### src/rtl/torus_pkg.sv
// Shared types and constants for the torus injection queue.
// Optional feature macro: TORUS_INJ_STALL_CNT_EN (stall counter / stalled flag).
package torus_pkg;

    localparam int X_W          = 2;   // destination x-address width
    localparam int Y_W          = 2;   // destination y-address width
    localparam int D_W          = 32;  // payload width
    localparam int DEPTH_DEF    = 4;   // default FIFO entries (power of 2, >= 2)
    localparam int CNT_W_DEF    = 16;  // default sent/received counter width
    localparam int STALL_THRESH = 8;   // consecutive unacked cycles before "stalled"

    // One queued message as it travels to the switch inject port.
    typedef struct packed {
        logic [X_W-1:0] x;
        logic [Y_W-1:0] y;
        logic [D_W-1:0] data;
    } torus_msg_t;

    // Occupancy view of the queue, exported for debug.
    typedef enum logic [1:0] {
        OCC_EMPTY   = 2'd0,
        OCC_PARTIAL = 2'd1,
        OCC_FULL    = 2'd2
    } occ_state_e;

    // Pointer width: index bits plus one wrap bit that separates full from empty.
    function automatic int ptr_w(input int depth);
        return $clog2(depth) + 1;
    endfunction

    localparam int PTR_W = ptr_w(DEPTH_DEF);

endpackage

### src/rtl/torus_inject_queue_if.sv
// PE / switch side signal bundle of the torus injection queue.
// Optional feature macro: TORUS_INJ_STALL_CNT_EN adds stall_cnt and stalled.
//
// Handshakes: a PE push happens on a clock edge where pe_v && pe_ready;
// an inject transfer happens on an edge where i_v && i_ack. pe_ready and
// i_v never depend combinationally on pe_v / i_ack of the same cycle,
// and the head fields stay stable while i_v is high and i_ack is low.
interface torus_inject_queue_if
    import torus_pkg::*;
#(
    parameter int CNT_W = CNT_W_DEF
) ();

    logic             pe_v;
    logic [X_W-1:0]   pe_x;
    logic [Y_W-1:0]   pe_y;
    logic [D_W-1:0]   pe_data;
    logic             pe_ready;
    logic             flush;
    logic             i_v;
    logic [X_W-1:0]   i_x;
    logic [Y_W-1:0]   i_y;
    logic [D_W-1:0]   i_data;
    logic             i_ack;
    logic             ej_v;
    logic [D_W-1:0]   ej_data;
    logic             rx_v;
    logic [D_W-1:0]   rx_data;
    logic [CNT_W-1:0] sent_cnt;
    logic [CNT_W-1:0] recv_cnt;
    logic             empty;
    logic             full;
    occ_state_e       dbg_state;
`ifdef TORUS_INJ_STALL_CNT_EN
    logic [CNT_W-1:0] stall_cnt;
    logic             stalled;
`endif

    // Queue side.
    modport slave (
        input  pe_v, pe_x, pe_y, pe_data, flush, i_ack, ej_v, ej_data,
        output pe_ready, i_v, i_x, i_y, i_data, rx_v, rx_data,
        output sent_cnt, recv_cnt, empty, full, dbg_state
`ifdef TORUS_INJ_STALL_CNT_EN
        , output stall_cnt, stalled
`endif
    );

    // PE / switch side.
    modport master (
        output pe_v, pe_x, pe_y, pe_data, flush, i_ack, ej_v, ej_data,
        input  pe_ready, i_v, i_x, i_y, i_data, rx_v, rx_data,
        input  sent_cnt, recv_cnt, empty, full, dbg_state
`ifdef TORUS_INJ_STALL_CNT_EN
        , input stall_cnt, stalled
`endif
    );

endinterface

### src/rtl/torus_msg_fifo.sv
// Circular message FIFO: storage array, read/write pointers, full/empty.
// Callers gate wr_en with !full and rd_en with !empty.
module torus_msg_fifo
    import torus_pkg::*;
#(
    parameter int DEPTH = DEPTH_DEF,
    localparam int PW   = ptr_w(DEPTH),
    localparam int AW   = PW - 1
) (
    input  logic          clk,
    input  logic          rst,
    input  logic          wr_en,
    input  torus_msg_t    wr_msg,
    input  logic          rd_en,
    input  logic          flush,
    output torus_msg_t    rd_msg,
    output logic          empty,
    output logic          full,
    output logic [PW-1:0] level
);

    logic [PW-1:0] wptr_q, wptr_d;
    logic [PW-1:0] rptr_q, rptr_d;
    torus_msg_t    mem_q [DEPTH];

    // Pointer advance; flush collapses the read pointer onto the write pointer.
    always_comb begin
        wptr_d = wptr_q;
        rptr_d = rptr_q;
        if (wr_en) wptr_d = wptr_q + PW'(1);
        if (rd_en) rptr_d = rptr_q + PW'(1);
        if (flush) rptr_d = wptr_d;
    end

    // Pointer registers, cleared by the asynchronous reset.
    always_ff @(posedge clk or negedge rst) begin
        if (!rst) begin
            wptr_q <= '0;
            rptr_q <= '0;
        end else begin
            wptr_q <= wptr_d;
            rptr_q <= rptr_d;
        end
    end

    // Storage array; contents are don't-care until written, so no reset.
    always_ff @(posedge clk) begin
        if (wr_en) mem_q[wptr_q[AW-1:0]] <= wr_msg;
    end

    assign rd_msg = mem_q[rptr_q[AW-1:0]];
    assign empty  = (wptr_q == rptr_q);
    assign full   = (wptr_q[AW] != rptr_q[AW]) && (wptr_q[AW-1:0] == rptr_q[AW-1:0]);
    assign level  = wptr_q - rptr_q;

endmodule

### src/rtl/torus_inject_queue.sv
// Per-node injection/ejection buffer between a PE and the torus switch PE port.
// Queues PE messages, presents the head to the switch until acked, registers
// locally delivered messages and counts sent/received traffic.
// Optional feature macro: TORUS_INJ_STALL_CNT_EN (stall_cnt / stalled outputs).
module torus_inject_queue
    import torus_pkg::*;
#(
    parameter int DEPTH = DEPTH_DEF,
    parameter int CNT_W = CNT_W_DEF
) (
    input  logic                 clk,
    input  logic                 rst,
    torus_inject_queue_if.slave  bus
);

    localparam int PW = ptr_w(DEPTH);

    logic          fifo_empty, fifo_full;
    logic          pe_ready_w, push, pop;
    torus_msg_t    wr_msg, head;
    logic [PW-1:0] level, level_nx;

    logic             rx_v_q, rx_v_d;
    logic [D_W-1:0]   rx_data_q, rx_data_d;
    logic [CNT_W-1:0] sent_cnt_q, sent_cnt_d;
    logic [CNT_W-1:0] recv_cnt_q, recv_cnt_d;
    occ_state_e       state_q, state_d;

    // No bypass: a full queue refuses a push even when the head leaves this cycle.
    assign pe_ready_w = !fifo_full && !bus.flush;
    assign push       = bus.pe_v && pe_ready_w;
    assign pop        = !fifo_empty && bus.i_ack;
    assign wr_msg     = '{x: bus.pe_x, y: bus.pe_y, data: bus.pe_data};

    torus_msg_fifo #(.DEPTH(DEPTH)) u_fifo (
        .clk    (clk),
        .rst    (rst),
        .wr_en  (push),
        .wr_msg (wr_msg),
        .rd_en  (pop),
        .flush  (bus.flush),
        .rd_msg (head),
        .empty  (fifo_empty),
        .full   (fifo_full),
        .level  (level)
    );

    assign bus.pe_ready = pe_ready_w;
    assign bus.i_v      = !fifo_empty;
    assign bus.i_x      = head.x;
    assign bus.i_y      = head.y;
    assign bus.i_data   = head.data;
    assign bus.empty    = fifo_empty;
    assign bus.full     = fifo_full;
    assign bus.rx_v     = rx_v_q;
    assign bus.rx_data  = rx_data_q;
    assign bus.sent_cnt = sent_cnt_q;
    assign bus.recv_cnt = recv_cnt_q;
    assign bus.dbg_state = state_q;

    // Counters and the ejection capture register; a head popped in a flush cycle still counts.
    always_comb begin
        sent_cnt_d = sent_cnt_q;
        recv_cnt_d = recv_cnt_q;
        rx_v_d     = bus.ej_v;
        rx_data_d  = rx_data_q;
        if (pop) sent_cnt_d = sent_cnt_q + CNT_W'(1);
        if (bus.ej_v) begin
            rx_data_d  = bus.ej_data;
            recv_cnt_d = recv_cnt_q + CNT_W'(1);
        end
    end

    // Counter / ejection registers.
    always_ff @(posedge clk or negedge rst) begin
        if (!rst) begin
            sent_cnt_q <= '0;
            recv_cnt_q <= '0;
            rx_v_q     <= 1'b0;
            rx_data_q  <= '0;
        end else begin
            sent_cnt_q <= sent_cnt_d;
            recv_cnt_q <= recv_cnt_d;
            rx_v_q     <= rx_v_d;
            rx_data_q  <= rx_data_d;
        end
    end

    // Occupancy state: next level from push/pop, flush forces EMPTY.
    always_comb begin
        level_nx = level;
        state_d  = state_q;
        if (push) level_nx = level_nx + PW'(1);
        if (pop)  level_nx = level_nx - PW'(1);
        if (bus.flush) level_nx = '0;
        if (level_nx == '0)
            state_d = OCC_EMPTY;
        else if (level_nx == PW'(DEPTH))
            state_d = OCC_FULL;
        else
            state_d = OCC_PARTIAL;
    end

    // Occupancy state register.
    always_ff @(posedge clk or negedge rst) begin
        if (!rst) state_q <= OCC_EMPTY;
        else      state_q <= state_d;
    end

`ifdef TORUS_INJ_STALL_CNT_EN
    localparam int RUN_W = $clog2(STALL_THRESH + 1);

    logic             waiting;
    logic [CNT_W-1:0] stall_cnt_q, stall_cnt_d;
    logic [RUN_W-1:0] run_q, run_d;
    logic             stalled_q, stalled_d;

    assign waiting = !fifo_empty && !bus.i_ack;

    // Saturating stall count plus a run length of consecutive unacked cycles.
    always_comb begin
        stall_cnt_d = stall_cnt_q;
        run_d       = '0;
        if (waiting && (stall_cnt_q != '1)) stall_cnt_d = stall_cnt_q + CNT_W'(1);
        if (waiting) run_d = (run_q == RUN_W'(STALL_THRESH)) ? run_q : run_q + RUN_W'(1);
        stalled_d = (run_d == RUN_W'(STALL_THRESH));
    end

    // Stall registers; flush deliberately leaves stall_cnt alone.
    always_ff @(posedge clk or negedge rst) begin
        if (!rst) begin
            stall_cnt_q <= '0;
            run_q       <= '0;
            stalled_q   <= 1'b0;
        end else begin
            stall_cnt_q <= stall_cnt_d;
            run_q       <= run_d;
            stalled_q   <= stalled_d;
        end
    end

    assign bus.stall_cnt = stall_cnt_q;
    assign bus.stalled   = stalled_q;
`endif

endmodule

### src/flat_wrapper.sv
// flat-port wrapper written by rule: the top's interface ports become plain ports
module torus_inject_queue_flat import torus_pkg::*;
#(
    parameter int DEPTH = DEPTH_DEF,
    parameter int CNT_W = CNT_W_DEF
)
  (clk, rst, bus_pe_v, bus_pe_x, bus_pe_y, bus_pe_data, bus_flush, bus_i_ack, bus_ej_v, bus_ej_data, bus_pe_ready, bus_i_v, bus_i_x, bus_i_y, bus_i_data, bus_rx_v, bus_rx_data, bus_sent_cnt, bus_recv_cnt, bus_empty, bus_full, bus_dbg_state);
  torus_inject_queue_if #(.CNT_W(CNT_W)) bus_i ();
  input  logic clk;
  input  logic rst;
  input wire logic [$bits(bus_i.pe_v)-1:0] bus_pe_v;
  input wire logic [$bits(bus_i.pe_x)-1:0] bus_pe_x;
  input wire logic [$bits(bus_i.pe_y)-1:0] bus_pe_y;
  input wire logic [$bits(bus_i.pe_data)-1:0] bus_pe_data;
  input wire logic [$bits(bus_i.flush)-1:0] bus_flush;
  input wire logic [$bits(bus_i.i_ack)-1:0] bus_i_ack;
  input wire logic [$bits(bus_i.ej_v)-1:0] bus_ej_v;
  input wire logic [$bits(bus_i.ej_data)-1:0] bus_ej_data;
  output wire logic [$bits(bus_i.pe_ready)-1:0] bus_pe_ready;
  output wire logic [$bits(bus_i.i_v)-1:0] bus_i_v;
  output wire logic [$bits(bus_i.i_x)-1:0] bus_i_x;
  output wire logic [$bits(bus_i.i_y)-1:0] bus_i_y;
  output wire logic [$bits(bus_i.i_data)-1:0] bus_i_data;
  output wire logic [$bits(bus_i.rx_v)-1:0] bus_rx_v;
  output wire logic [$bits(bus_i.rx_data)-1:0] bus_rx_data;
  output wire logic [$bits(bus_i.sent_cnt)-1:0] bus_sent_cnt;
  output wire logic [$bits(bus_i.recv_cnt)-1:0] bus_recv_cnt;
  output wire logic [$bits(bus_i.empty)-1:0] bus_empty;
  output wire logic [$bits(bus_i.full)-1:0] bus_full;
  output wire logic [$bits(bus_i.dbg_state)-1:0] bus_dbg_state;
  assign bus_i.pe_v = bus_pe_v;
  assign bus_i.pe_x = bus_pe_x;
  assign bus_i.pe_y = bus_pe_y;
  assign bus_i.pe_data = bus_pe_data;
  assign bus_i.flush = bus_flush;
  assign bus_i.i_ack = bus_i_ack;
  assign bus_i.ej_v = bus_ej_v;
  assign bus_i.ej_data = bus_ej_data;
  assign bus_pe_ready = bus_i.pe_ready;
  assign bus_i_v = bus_i.i_v;
  assign bus_i_x = bus_i.i_x;
  assign bus_i_y = bus_i.i_y;
  assign bus_i_data = bus_i.i_data;
  assign bus_rx_v = bus_i.rx_v;
  assign bus_rx_data = bus_i.rx_data;
  assign bus_sent_cnt = bus_i.sent_cnt;
  assign bus_recv_cnt = bus_i.recv_cnt;
  assign bus_empty = bus_i.empty;
  assign bus_full = bus_i.full;
  assign bus_dbg_state = bus_i.dbg_state;
  torus_inject_queue #(.DEPTH(DEPTH), .CNT_W(CNT_W)) u_core (.clk(clk), .rst(rst), .bus(bus_i));
endmodule
### config.mk
export PLATFORM = sky130hd
export DESIGN_NAME = torus_inject_queue_flat
export DESIGN_NICKNAME = d
export VERILOG_FILES = /design/src/rtl/torus_pkg.sv /design/src/rtl/torus_inject_queue_if.sv /design/src/rtl/torus_msg_fifo.sv /design/src/rtl/torus_inject_queue.sv /design/src/flat_wrapper.sv
export SDC_FILE = /design/constraint.sdc
export NUM_CORES = 1
export LEC_CHECK = 0
export ABC_AREA = 1
export CORE_ASPECT_RATIO = 0.6
export CORE_UTILIZATION = 35
export DETAILED_ROUTE_END_ITERATION = 7
export GPL_ROUTABILITY_DRIVEN = 0
export PLACE_DENSITY_LB_ADDON = 0.05
export SLEW_MARGIN = 20
export SYNTH_ARGS = -nofsm -noshare
export SYNTH_HDL_FRONTEND = slang
export SYNTH_SLANG_ARGS = --single-unit
### constraint.sdc
create_clock -name clk -period 4.19 [get_ports clk]
set_clock_uncertainty 0.05 [all_clocks]
set_input_delay 1.0475 -clock clk [delete_from_list [all_inputs] [get_ports clk]]
set_output_delay 1.0475 -clock clk [all_outputs]
set_load 0.005 [all_outputs]
Word level (Yosys, flattened, before mapping)
Memories as Yosys holds them, arrays and structs flattened.
Index checks and enable logic that the tools add are counted.
{"block": "word_totals", "romBits": 0, "mem_bits_rw": 144, "reg_bits": 73, "memories": 1, "out_inout_bits": 107, "latch_bits": 0}
{"block": "classes", "magnitude_cmp": 0, "shift": 0, "n_mul": 0, "n_reduce_logical": 9, "div_mod_pow": 0, "n_mux": 10, "n_addsub": 7, "eq_ne": 4, "n_bitwise": 0}
{"name": "u_core.u_fifo.mem_q", "words": 4, "word_bits": 36, "read_ports": 1, "rd_clocked_by_memory_dff": 0, "wr": 1, "line_no": "torus_msg_fifo.sv:24", "text": "torus_msg_t mem_q [DEPTH];"}
{"op": "$add 16x1->16 const B", "count": 2}
{"op": "$mux 3", "count": 6}
{"op": "$add 3x1->3 const B", "count": 3}
{"op": "$logic_and 1x1->1", "count": 4}
{"op": "$mux 2", "count": 2}
{"op": "$eq 3x3->1", "count": 1}
{"op": "$eq 3x3->1 const B", "count": 1}
{"op": "$logic_not 1->1", "count": 3}
{"op": "$logic_not 3->1", "count": 1}
{"op": "$sub 3x1->3 const B", "count": 1}
{"op": "$sub 3x3->3", "count": 1}
{"op": "$eq 2x2->1", "count": 1}
{"op": "$mux 1", "count": 2}
{"op": "$reduce_bool 2->1", "count": 1}
{"op": "$ne 1x1->1", "count": 1}

Logic depth before layout (Yosys ltp)
{"block": "depth", "ltp_word": 12, "ltp_mapped": 17}

Cells and area by module
A second synthesis with hierarchy kept.
{"block": "unflattened", "hier_cells": 706, "hier_area_um2": 8972.4}
{"module": "torus_msg_fifo", "area_each_um2": 5854.4, "n_inst": 1, "cells_per_inst": 408}
{"module": "torus_inject_queue", "area_each_um2": 3118.0, "n_inst": 1, "cells_per_inst": 298}

Worst setup path after synthesis
OpenSTA, ideal clock, no wires.
{"block": "synth_timing", "path_type": "flip-flop to flip-flop", "from": "register u_core.u_fifo.rptr_q[1]", "to": "memory u_core.u_fifo.mem_q[0][0] (netlist name) (enable)", "synth_period_minus_slack_ns": 3.441, "t_arrival_ns": 2.962, "setup_time_ns": 0.429, "required_time_ns": 3.711, "path_buffers": 1, "path_slack_ns": 0.749, "path_stages_with_launch": 9, "cell_sequence": "dfrtp_1 inv_1 clkbuf_1 ha_1 nand2_1 inv_2 nand2_4 nand3_4 nor2_1"}
{"block": "synth_between", "elab_chain_len": 7}
{"item": "start: declaration", "line_no": "torus_msg_fifo.sv:23", "text": "logic [PW-1:0] rptr_q, rptr_d;"}
{"item": "start signal: assignment", "line_no": "torus_msg_fifo.sv:42", "text": "rptr_q <= rptr_d;"}
{"item": "$eq 2x2->1", "line_no": "torus_msg_fifo.sv:53", "text": "assign full = (wptr_q[AW] != rptr_q[AW]) && (wptr_q[AW-1:0] == rptr_q[AW-1:0]);"}
{"item": "$logic_and 1x1->1", "line_no": "torus_msg_fifo.sv:53"}
{"item": "$logic_not 1->1", "line_no": "torus_inject_queue.sv:30", "text": "assign pe_ready_w = !fifo_full && !bus.flush;"}
{"item": "$logic_and 1x1->1", "line_no": "torus_inject_queue.sv:30"}
{"item": "$logic_and 1x1->1", "line_no": "torus_inject_queue.sv:31", "text": "assign push = bus.pe_v && pe_ready_w;"}
{"item": "$mux 1", "line_no": "torus_msg_fifo.sv:48", "text": "if (wr_en) mem_q[wptr_q[AW-1:0]] <= wr_msg;"}
{"item": "$mux 1 (implied by the code)", "line_no": "torus_msg_fifo.sv:48"}
{"item": "end: declaration", "line_no": "torus_msg_fifo.sv:24"}
Every way passes these cells.

Final worst setup path
{"block": "layout_timing", "from": "register u_core.u_fifo.rptr_q[0]", "to": "output port bus_i_data[0]"}
{"block": "layout_between", "elab_chain_len": 1}
{"item": "$mem_v2 4x36"}
{"item": "end: declaration", "line_no": "flat_wrapper.sv:23", "text": "output wire logic [$bits(bus_i.i_data)-1:0] bus_i_data;"}
Every way passes these cells.

==> results.yml <==
outcome:
  status: "complete, but fails checks"
  violations: "design-rule violations"
cells_and_area:
  area_growth_pct: 34.08
  n_fill_cell: 2183
  antenna_cells_inserted: 0
  instances_no_fill: 1271
  drive_above_1_share: 0.09378
  design_area_mm2: 0.01182
  fin_nets: 1020
sta:
  slew_violations: 0
  finalCritPeriodShare: 0.9199
  tns_ns: 0
  tightest_slew_ns: 0.7398
  relSlewSlack: 0.5068
  final-hold-violation-count: 0
  min_period_ns: 3.854
  grt_setup_unrepaired: "false"
  setup_violations: 0
  clock.fmax_ghz: 0.2595
clock_tree:
  cts_tree: "yes"
  cts_buffers: 22
  htree_levels: 1
  clk_latency_ns: 0.52
  clockBufferDepth: 3
  clkSinkCount: 217
  cts_setup_buffers: 0
  clk_pin_slew_ns: 0.06
  hold_buffers: 0
  ctsResizeCount: 0
  root_buffer: "clkbuf_16"
power:
  p_int_uw: 5059
  p_total_uw: 7511
  pwr_density_cell_mw_per_mm2: 635.4
  leakagePower_uw: 0.004665
  p_clk_frac: 0.273
  p_sw_frac: 0.3264
  max-vdd-ir-drop_mv: 0.3569
  combPwrFrac: 0.355
  p_switching_uw: 2452
  p_seq_frac: 0.372
worst_setup_path:
  path_delay_family: "buffers and inverters"
  crit_fanout: 33
  critical-path-slowest-cell: "dfrtp_2"
  cp_slowest_stage_delay_ns: 0.60
  crit_arrival_ns: 2.76
  r2r-end: "u_core.bus.dbg_state[1]$_DFF_PN0_"
  reg2reg_slack_ns: 1.34
  crit_chain: "buf_4 > buf_4 > o21ai_0 > o22ai_1 > clkdlybuf4s50_1"
  critPathBufInv: 3
  r2r_start: "u_core.u_fifo.rptr_q[1]$_DFFE_PN0P_"
  critical_path_required_ns: 3.09
  crit_top_cell: "buf_4"
  path_class: "flip-flop to primary output"
  cp-start-kind: "flip-flop"
  endpoint_kind: "primary output"
  reg2reg_depth: 12
place:
  dp_hpwl_um: 13870
  placed_area_mm2: 0.01106
  dpl.cell_count: 1232
  io_buffers: 180
routing:
  wl_per_cell_um: 16.54
  dr_total_vias: 6019
  first_pass_iters: 8
  ant_nets: 0
  avgViaCountPerCell: 4.736
  drtIter0Drc: 362
  drcViolationCount: 5
  drt-total-wl_um: 21020
grt:
  grt_overflow: 0
  grt_max_degree: 39
  grt_use_total: 0.1650
  antenna_found_initial: 2
  first_global_vias: 6073
  grt_pass1_wl_um: 33290
floorplan:
  io_pins: 181
  die_area_mm2: 0.02585
  die_w_um: 206.9
  die_h_um: 124.9
  core_mm2: 0.02444
  row_count: 44
  start_util: 0.3607
synth:
  synth_common_cells: "159 x nand2_1, 144 x edfxtp_1, 89 x nor2_1, 78 x o21ai_0, 73 x dfrtp_1"
  ys_warn_count: 0
  postSynthNetCount: 830
  yosysTopAreaCellShare: 0.4905
  synth-seq-area-share: 0.6977
  synthesis.instances: 744
  avgSynthCellArea_um2: 11.85
  synth_cell_types: 31
  synth_area_leaders: "edfxtp_1 49%, dfrtp_1 21%, nand2_1 6.8%, o21ai_0 4.4%, nor2_1 3.8%"
  synth_edf_count: 144
  yosysTopAreaCell: "edfxtp_1"
  synthArstFlopShare: 0.3364
  synth_most_common_cell: "nand2_1"
  synth_flop_cell: "edfxtp_1"
  ys_seq_elements: 217
  syn_area_mm2: 0.008816
worst_hold_path:
  min_path_type: "flip-flop to flip-flop"
  hold_end: "u_core.bus.rx_data[19]$_DFFE_PN0P_"
  hp-start: "u_core.bus.rx_data[19]$_DFFE_PN0P_"
  hold_depth: 2
flow_run:
  cap_violations: 0
[stage by stage]
| step | hold slack [ns] | setup slack, ns | utilization |
|---|---|---|---|
| 2_1_floorplan | 0.4154 | 0.7488 | - |
| 3_3_place_gp | 0.4043 | 0.8388 | 0.4524 |
| 3_5_place_dp | 0.4072 | 0.7954 | 0.4524 |
| 4_1_cts | 0.4236 | 0.2359 | 0.4836 |
| 5_1_grt | 0.4332 | 0.1508 | 0.4836 |
| 6_report | 0.4188 | 0.3357 | 0.4836 |
[state kept, by name, indices dropped and copies added (netlist names)]
name,count
u_core.bus.dbg_state,2
u_core.bus.recv_cnt,16
u_core.bus.rx_data,32
u_core.bus.rx_v,1
u_core.bus.sent_cnt,16
u_core.u_fifo.mem_q,144
u_core.u_fifo.rptr_q,3
u_core.u_fifo.wptr_q,3
[worst max-delay path by stage]
stage | startpoint | endpoint | slack, ns | depth (start not counted)
final | u_core.u_fifo.rptr_q[0]$_DFFE_PN0P_ | bus_i_data[0] | 0.34 | 5
after floorplan | u_core.u_fifo.rptr_q[1]$_DFFE_PN0P_ | u_core.u_fifo.mem_q[0][0]$_DFFE_PP_ | 0.75 | 8
after CTS | u_core.u_fifo.rptr_q[0]$_DFFE_PN0P_ | bus_i_data[0] | 0.24 | 5
after global routing | u_core.u_fifo.rptr_q[0]$_DFFE_PN0P_ | bus_i_data[0] | 0.15 | 5
after global placement | u_core.u_fifo.rptr_q[0]$_DFFE_PN0P_ | bus_i_data[0] | 0.84 | 5
after detailed placement | u_core.u_fifo.rptr_q[0]$_DFFE_PN0P_ | bus_i_data[0] | 0.80 | 5
[cells in the final DEF, fill, tap and decap left out, types with 2 or more instances in the layout]
master           Yosys  final
dfrtp_1             73     72
nor3_1               2      2
inv_1               35     35
nor2_2               5      4
clkbuf_16            0     23
nor3_2               5      5
edfxtp_1           144    144
nand2_1            159    159
o21ai_0             78     78
inv_2                5      5
o22ai_1             37     37
xor2_1              23     23
xnor2_1              6      6
ha_1                11     11
nand3_1             13     13
clkbuf_4             0      3
clkdlybuf4s50_1      0    179
bufinv_16            0      2
clkbuf_1            28      3
buf_12               1      2
nand2_2              3      3
nand2_4              4      4
clkbuf_8             0      4
nand3_2              3      3
nand4_1              7      7
nor2_1              89     86
nor2_4               4      8
buf_4                0     14
[area by class of cell]
| type | count | area, um^2 | share of cell area |
|---|---|---|---|
| Timing Repair Buffer | 196 | 1942 | 0.1643 |
| Clock buffer | 33 | 664.4 | 0.05621 |
| Sequential cell | 217 | 6152 | 0.5205 |
| Inverter | 40 | 150.1 | 0.01270 |
| Tap cell | 322 | 402.9 | 0.03408 |
| Clock inverter | 6 | 96.34 | 0.008151 |
| Multi-Input combinational cell | 457 | 2412 | 0.2041 |
[power by group through the flow]
stage	sequential, uW	clock, uW	combinational [uW]
after CTS	2790	2110	2720
after global routing	2830	2180	2970
after global placement	2830	0	2670
final	2790	2050	2670
after floorplan	2790	0	1400
after detailed placement	2840	0	2700
[worst reg2reg max path, cell delays in order, from the launching register on]
cell and delay (ns):
dfrtp_1 0.37, inv_1 0.42, fa_1 0.54, ha_1 0.29
nand4_1 0.15, and2_1 0.22, ha_1 0.26, inv_1 0.09
nor2_4 0.04, nand3_2 0.08, nand2_2 0.06, nor2_4 0.13
nor2_2 0.04
[metal layers]
metal  GRT usage  wire, um  up-vias
met1      0.2412     10240     2905
met4     0.02920       313        4
met5           0        29        -
met2      0.2488      9185      136
li1            -         -     2941
met3     0.04327      1251       33
[kinds of logic after synthesis]
family | after synthesis | synth area share
AO/OA/AOI/OAI | 117 | 0.07195
buffers and inverters | 70 | 0.03179
XOR/XNOR | 29 | 0.02881
adder cells (fa/ha/maj) | 12 | 0.01788
AND/OR/NAND/NOR | 299 | 0.1519
flip-flops | 217 | 0.6977
No activity file was read; power rests on OpenSTA's default activity.
